--- src/rtl/comb_sweep_pkg.sv ---
// comb_sweep_pkg
// Shared types and width helpers for the exhaustive combinational sweep
// engine (comb_sweep_gen) and its bus interface (comb_sweep_gen_if).
//   state_t     : sweep controller states
//   hold_cnt_w  : width of the per-vector hold counter for a given HOLD
//   ones_cnt_w  : width of the y[0]=1 vector counter for a given N_IN
package comb_sweep_pkg;

    typedef enum logic [1:0] {
        IDLE  = 2'd0,
        DRIVE = 2'd1,
        WAIT  = 2'd2,
        DONE  = 2'd3
    } state_t;

    // Hold counter only has to reach HOLD-1, so $clog2(HOLD) bits suffice.
    function automatic int hold_cnt_w(input int hold);
        return $clog2(hold);
    endfunction

    // The count can reach 2^N_IN, one more than an N_IN-bit value holds.
    function automatic int ones_cnt_w(input int n_in);
        return n_in + 1;
    endfunction

endpackage

--- src/rtl/comb_sweep_gen_if.sv ---
// comb_sweep_gen_if
// Bus between the sweep engine, the combinational circuit under test and
// the event consumer.
//   start    : begin a sweep (consumer -> engine)
//   busy     : sweep in progress
//   done     : one-cycle end-of-sweep pulse
//   vec      : vector applied to the circuit under test
//   dut_y    : circuit response
//   ev_valid/ev_ready/ev_vec/ev_y : output-change event handshake
//   ones_cnt : number of vectors whose sampled y[0] was 1
// Modports: master = sweep engine, slave = circuit/consumer side.
interface comb_sweep_gen_if
    import comb_sweep_pkg::*;
#(
    parameter int N_IN  = 5,
    parameter int N_OUT = 1
) ();

    logic                        start;
    logic                        busy;
    logic                        done;
    logic [N_IN-1:0]             vec;
    logic [N_OUT-1:0]            dut_y;
    logic                        ev_valid;
    logic                        ev_ready;
    logic [N_IN-1:0]             ev_vec;
    logic [N_OUT-1:0]            ev_y;
    logic [ones_cnt_w(N_IN)-1:0] ones_cnt;

    modport master (
        input  start, dut_y, ev_ready,
        output busy, done, vec, ev_valid, ev_vec, ev_y, ones_cnt
    );

    modport slave (
        output start, dut_y, ev_ready,
        input  busy, done, vec, ev_valid, ev_vec, ev_y, ones_cnt
    );

endinterface

--- src/rtl/sweep_bin2gray.sv ---
// sweep_bin2gray
// Binary to reflected Gray code conversion used for the Gray-order sweep.
// Only compiled when SWEEP_GRAY_EN is defined.
//   bin  : binary index (W bits)
//   gray : Gray-coded vector (W bits)
`ifdef SWEEP_GRAY_EN
module sweep_bin2gray #(
    parameter int W = 5
) (
    input  logic [W-1:0] bin,
    output logic [W-1:0] gray
);

    assign gray = bin ^ (bin >> 1);

endmodule
`endif

--- src/rtl/comb_sweep_gen.sv ---
// comb_sweep_gen
// Exhaustive stimulus engine for a combinational block. Walks every N_IN-bit
// vector, holds each for HOLD cycles, samples dut_y on the last hold cycle,
// emits a valid/ready event whenever the sampled output changes (and for the
// first vector), and counts vectors whose sampled y[0] is 1.
// Ports:
//   clk : rising-edge clock
//   rst : synchronous, active-high reset
//   bus : comb_sweep_gen_if master modport (start, busy, done, vec, dut_y,
//         ev_valid, ev_ready, ev_vec, ev_y, ones_cnt)
// Build option: define SWEEP_GRAY_EN to sweep in Gray order instead of
// plain binary order.
module comb_sweep_gen
    import comb_sweep_pkg::*;
#(
    parameter int N_IN  = 5,
    parameter int N_OUT = 1,
    parameter int HOLD  = 4
) (
    input  logic             clk,
    input  logic             rst,
    comb_sweep_gen_if.master bus
);

    localparam int              HCW       = hold_cnt_w(HOLD);
    localparam int              CW        = ones_cnt_w(N_IN);
    localparam logic [N_IN:0]   LAST_IDX  = {1'b0, {N_IN{1'b1}}};
    localparam logic [N_IN:0]   IDX_ONE   = (N_IN+1)'(1);
    localparam logic [HCW-1:0]  HOLD_LAST = HCW'(HOLD - 1);
    localparam logic [CW-1:0]   CNT_ONE   = CW'(1);

    state_t           state;
    // One spare bit so the terminal compare cannot wrap.
    logic [N_IN:0]    idx;
    logic [HCW-1:0]   hold_cnt;
    logic             first_flag;
    logic [N_OUT-1:0] last_y;
    logic             ev_valid;
    logic [N_IN-1:0]  ev_vec;
    logic [N_OUT-1:0] ev_y;
    logic [CW-1:0]    ones_cnt;
    logic [N_IN-1:0]  vec_map;
    logic             sample_evt;

`ifdef SWEEP_GRAY_EN
    sweep_bin2gray #(.W(N_IN)) u_bin2gray (
        .bin  (idx[N_IN-1:0]),
        .gray (vec_map)
    );
`else
    assign vec_map = idx[N_IN-1:0];
`endif

    assign sample_evt = first_flag || (bus.dut_y != last_y);

    always_ff @(posedge clk) begin
        if (rst) begin
            state      <= IDLE;
            idx        <= '0;
            hold_cnt   <= '0;
            first_flag <= 1'b0;
            last_y     <= '0;
            ev_valid   <= 1'b0;
            ev_vec     <= '0;
            ev_y       <= '0;
            ones_cnt   <= '0;
        end else begin
            case (state)
                IDLE: begin
                    if (bus.start) begin
                        state      <= DRIVE;
                        idx        <= '0;
                        hold_cnt   <= '0;
                        ones_cnt   <= '0;
                        first_flag <= 1'b1;
                    end
                end
                DRIVE: begin
                    if (hold_cnt == HOLD_LAST) begin
                        first_flag <= 1'b0;
                        if (bus.dut_y[0]) ones_cnt <= ones_cnt + CNT_ONE;
                        if (sample_evt) begin
                            last_y   <= bus.dut_y;
                            ev_vec   <= vec_map;
                            ev_y     <= bus.dut_y;
                            ev_valid <= 1'b1;
                            state    <= WAIT;
                        end else if (idx == LAST_IDX) begin
                            state <= DONE;
                        end else begin
                            idx      <= idx + IDX_ONE;
                            hold_cnt <= '0;
                        end
                    end else begin
                        hold_cnt <= hold_cnt + 1'b1;
                    end
                end
                WAIT: begin
                    // vec stays on the sampled vector until the event is taken.
                    if (bus.ev_ready) begin
                        ev_valid <= 1'b0;
                        if (idx == LAST_IDX) begin
                            state <= DONE;
                        end else begin
                            idx      <= idx + IDX_ONE;
                            hold_cnt <= '0;
                            state    <= DRIVE;
                        end
                    end
                end
                DONE: begin
                    state <= IDLE;
                end
                default: begin
                    state <= IDLE;
                end
            endcase
        end
    end

    assign bus.vec      = vec_map;
    assign bus.busy     = (state == DRIVE) || (state == WAIT);
    assign bus.done     = (state == DONE);
    assign bus.ev_valid = ev_valid;
    assign bus.ev_vec   = ev_vec;
    assign bus.ev_y     = ev_y;
    assign bus.ones_cnt = ones_cnt;

endmodule

--- src/flat_wrapper.sv ---
// flat-port wrapper written by rule: the top's interface ports become plain ports
module comb_sweep_gen_flat import comb_sweep_pkg::*;
#(
    parameter int N_IN  = 5,
    parameter int N_OUT = 1,
    parameter int HOLD  = 4
)
  (clk, rst, bus_start, bus_dut_y, bus_ev_ready, bus_busy, bus_done, bus_vec, bus_ev_valid, bus_ev_vec, bus_ev_y, bus_ones_cnt);
  comb_sweep_gen_if #(.N_IN(N_IN), .N_OUT(N_OUT)) bus_i ();
  input  logic clk;
  input  logic rst;
  input wire logic [$bits(bus_i.start)-1:0] bus_start;
  input wire logic [$bits(bus_i.dut_y)-1:0] bus_dut_y;
  input wire logic [$bits(bus_i.ev_ready)-1:0] bus_ev_ready;
  output wire logic [$bits(bus_i.busy)-1:0] bus_busy;
  output wire logic [$bits(bus_i.done)-1:0] bus_done;
  output wire logic [$bits(bus_i.vec)-1:0] bus_vec;
  output wire logic [$bits(bus_i.ev_valid)-1:0] bus_ev_valid;
  output wire logic [$bits(bus_i.ev_vec)-1:0] bus_ev_vec;
  output wire logic [$bits(bus_i.ev_y)-1:0] bus_ev_y;
  output wire logic [$bits(bus_i.ones_cnt)-1:0] bus_ones_cnt;
  assign bus_i.start = bus_start;
  assign bus_i.dut_y = bus_dut_y;
  assign bus_i.ev_ready = bus_ev_ready;
  assign bus_busy = bus_i.busy;
  assign bus_done = bus_i.done;
  assign bus_vec = bus_i.vec;
  assign bus_ev_valid = bus_i.ev_valid;
  assign bus_ev_vec = bus_i.ev_vec;
  assign bus_ev_y = bus_i.ev_y;
  assign bus_ones_cnt = bus_i.ones_cnt;
  comb_sweep_gen #(.N_IN(N_IN), .N_OUT(N_OUT), .HOLD(HOLD)) u_core (.clk(clk), .rst(rst), .bus(bus_i));
endmodule
--- config.mk ---
export PLATFORM = sky130hd
export DESIGN_NAME = comb_sweep_gen_flat
export DESIGN_NICKNAME = d
export VERILOG_FILES = /design/src/rtl/comb_sweep_pkg.sv /design/src/rtl/comb_sweep_gen_if.sv /design/src/rtl/sweep_bin2gray.sv /design/src/rtl/comb_sweep_gen.sv /design/src/flat_wrapper.sv
export SDC_FILE = /design/constraint.sdc
export NUM_CORES = 1
export LEC_CHECK = 0
export BUFFER_PORTS_ARGS = -buffer_cell sky130_fd_sc_hd__buf_2
export CAP_MARGIN = 30
export CORE_UTILIZATION = 40
export DETAILED_ROUTE_END_ITERATION = 8
export REMOVE_ABC_BUFFERS = 1
export SLEW_MARGIN = 20
export SYNTH_ARGS = -nofsm -noshare
export SYNTH_HDL_FRONTEND = slang
export SYNTH_SLANG_ARGS = --single-unit
--- constraint.sdc ---
create_clock -name clk -period 3 [get_ports clk]
set_input_delay 0.3 -clock clk [delete_from_list [all_inputs] [get_ports clk]]
set_output_delay 0.3 -clock clk [all_outputs]
set_load 0.01 [all_outputs]
==> summary.md <==
| Metric | Value |
|---|---|
| 1st-pass router iterations | `4` |
| Synth warn | `0` |
| Largest net degree at the start of global routing | `17` |
| I/O pins | `25` |
| Root Buffer | `clkbuf_4` |
| Routed Antenna Nets | `0` |
| DR DRC count | `0` |
| First-pass GRT wire length | `between 4000 and 5000 µm` |
| Max Slew Vio Count | `0` |
| Clock sink count | `24` |
| Worst r2r dst | `u_core.idx[1]` |
| Initial Util | `roughly 43%` |
| Worst-path clk slew | `about 130 ps` |
| Outcome | `finished, final reports clean` |
| Setup violators final | `0` |
| Worst-Skew Late Latency | `~310 ps` |
| Total Routed Length | `2910 µm` |
| Die Y | `approximately 61 µm` |
| TritonCTS Buffers | `3` |
| Seq/Total Area, Yosys | `between 30% and 40%` |
| Inserted Diodes | `0` |
| Final hold vios | `0` |
| Slew HR | `about three fifths` |
| Critical Path Source | `u_core.state[1]` |
| Synth Area in Compound Gates | `roughly 16%` |
| Unique masters post-synth | `42` |
| H-tree Lvls | `1` |
| Port bufs | `24` |
| Crit path kind | `flop to flop` |
| Die W | `60.5 µm` |
| Largest family of logic cells by synthesized area | `simple AND/OR/NAND/NOR gates` |
| Remaining Overflow, GRT | `0` |
| Final period util | `85.7%` |
| Least-Margin Pin Slew | `569 ps` |
| Routed vias | `1189` |
| Iter 0 DRT Violations | `47` |
| Setup slack at placement | `approximately 500 ps` |
| Mapped Area | `between 0.001 and 0.0015 mm²` |
| Tot Pwr | `approximately 1.1 mW` |
| Fin worst setup slack | `428 ps` |
| Pwr/cell area | `between 700 and 800 mW/mm²` |
| VDD IR max | `roughly 0.38 mV` |
| CTS tree | `done` |
| Most frequent cells in the layout | `24 x buf_2, 24 x dfxtp_1, 16 x nor2_1` |
| Post-DP HPWL | `approximately 2200 µm` |
| Crit. End Element | `flop` |
| Post-layout min period | `2570 ps` |
| Synth Area in Simple Gates | `approximately 24%` |
| Ys flop type | `dfxtp_1` |
| EDFF count, synth | `0` |
| CP arrival | `about 2800 ps` |
| Synthesized-area fraction occupied by adder cells | `7.31%` |
| CP startpoint kind | `flop` |
| CP max FO | `15` |
| FFs w/ async S/R, synth | `0%` |
| Global-route usage over all layers | `~18%` |
| Layout cells sized above 1 | `between 10% and 20%` |
| Total negative slack | `0 ps` |
| Resize count post-CTS | `0` |
| Clock Skews | `just under 7 ps` |
| Worst path required time | `around 3300 ps` |
| Routed wire length per instance | `13.3 µm` |
| R2R setup slack | `approximately 430 ps` |
| Core Area | `0.00315 mm²` |
| Row cnt | `20` |
| Initial antenna violation count | `0` |
| Syn_area_per_cell | `~8.6 µm²` |
| Max cap viols | `0` |
| Mapped Cells | `between 150 and 200` |
| FMAX | `about 390 MHz` |
| Cts hold-fix bufs | `0` |
| Post-Synth XOR/XNOR Area | `under 10%` |
| Die area | `approximately 0.0037 mm²` |
| Synth Register Bits | `24` |
| Clock buffer depth | `2` |
| Worst setup endpoint | `u_core.idx[1]` |
| Fillers | `340` |
| Post-CTS setup buffer count | `0` |
| Leak pwr | `roughly 0.64 nW` |
| Mux cell area share after synthesis | `between 5 and 6%` |
| Final weighted congestion in routability-driven placement | `about 0.77` |
| Hold_ws | `between 200 and 300 ps` |
| Vias in the first global route | `1094` |
| Nets | `between 150 and 200` |
| P&R area growth vs syn | `11.3%` |
| RSZ-0062 raised after global routing | `false` |
| Worst hold path type | `primary input to flop` |
| Worst r2r src | `u_core.state[1]` |
| Worst Reg-to-Reg Cells | `6` |
| Vias per cell | `5.45` |
[critical path: stages, from the launching register on]
cell and delay [ps]:
dfxtp_1 430, inv_1 110, ha_1 330, nor2b_1 260, or4_1 650, or4_1 570
a21oi_1 160
[flip-flops by register name, summed over array words and instances, names as in the netlist]
| name | flops |
|---|---|
| u_core.hold_cnt | 2 |
| u_core.bus.ev_valid | 1 |
| u_core.idx | 6 |
| u_core.bus.ev_y | 1 |
| u_core.bus.ones_cnt | 6 |
| u_core.first_flag | 1 |
| u_core.state | 2 |
| u_core.bus.ev_vec | 5 |
[through the flow]
stage,instances,utilization [%],cell area [µm²]
after floorplan,145,-,1290
after global placement,214,46.7,1470
after detailed placement,214,46.7,1470
after CTS,218,48.4,1530
after global routing,218,48.4,1530
final,218,48.4,1530
[cell usage after synthesis (5+ instances only)]
cell type / count / area (µm²)
a21oi_1: 7 / 35.0
buf_4: 5 / 37.5
clkbuf_1: 7 / 26.3
dfxtp_1: 24 / 480
ha_1: 8 / 100
inv_1: 7 / 26.3
mux2i_1: 8 / 80.1
nand2_1: 8 / 30.0
nand3_1: 7 / 35.0
nor2_1: 16 / 60.1
nor3_1: 6 / 30.0
o31ai_1: 7 / 52.6
xnor2_1: 6 / 52.6
[layer usage]
layer,wire length [µm],global-route usage [%],vias to the layer above,share of wire (%)
met5,0,0,-,0
met4,19,3.90,0,0.65
met3,106,3.84,2,3.6
met2,1350,29.4,28,46
met1,1440,24.0,556,49
li1,-,-,603,-
[cell families after synthesis]
family | count (synthesis)
AO/OA/AOI/OAI | 31
AND/OR/NAND/NOR | 61
adder cells (fa/ha/maj) | 8
XOR/XNOR | 6
flip-flops | 24
multiplexers | 8
buffers and inverters | 21
[power by group]
| group | leakage, nW | switching, mW | total (mW) | internal [mW] |
|---|---|---|---|---|
| clock | 0.0279 | 0.0971 | 0.232 | 0.135 |
| combinational | 0.414 | 0.303 | 0.477 | 0.174 |
| sequential | 0.194 | 0.0353 | 0.390 | 0.355 |
| total | 0.636 | 0.436 | 1.10 | 0.663 |
[final cells by class]
class,count,area [µm²],share of cell area [%]
flip-flops and latches,24,480,31.5
inverters,7,26.3,1.72
clock inverters,1,30.0,1.97
well taps,44,55.1,3.61
multi-input cells,114,783,51.4
clock buffers,3,22.5,1.48
repair buffers,25,128,8.37
[worst min-delay path by stage]
stage | start | slack [ps] | endpoint | cells after the start
floorplan | rst | 370 | u_core.bus.ev_y | 1
global placement | u_core.hold_cnt[1] | 450 | u_core.hold_cnt[1] | 2
detailed placement | u_core.hold_cnt[1] | 470 | u_core.hold_cnt[1] | 2
CTS | bus_dut_y | 250 | u_core.bus.ev_y | 3
global route | bus_dut_y | 270 | u_core.bus.ev_y | 3
finish | bus_dut_y | 260 | u_core.bus.ev_y | 3
Note: power is estimated with default switching activity, not from simulation.
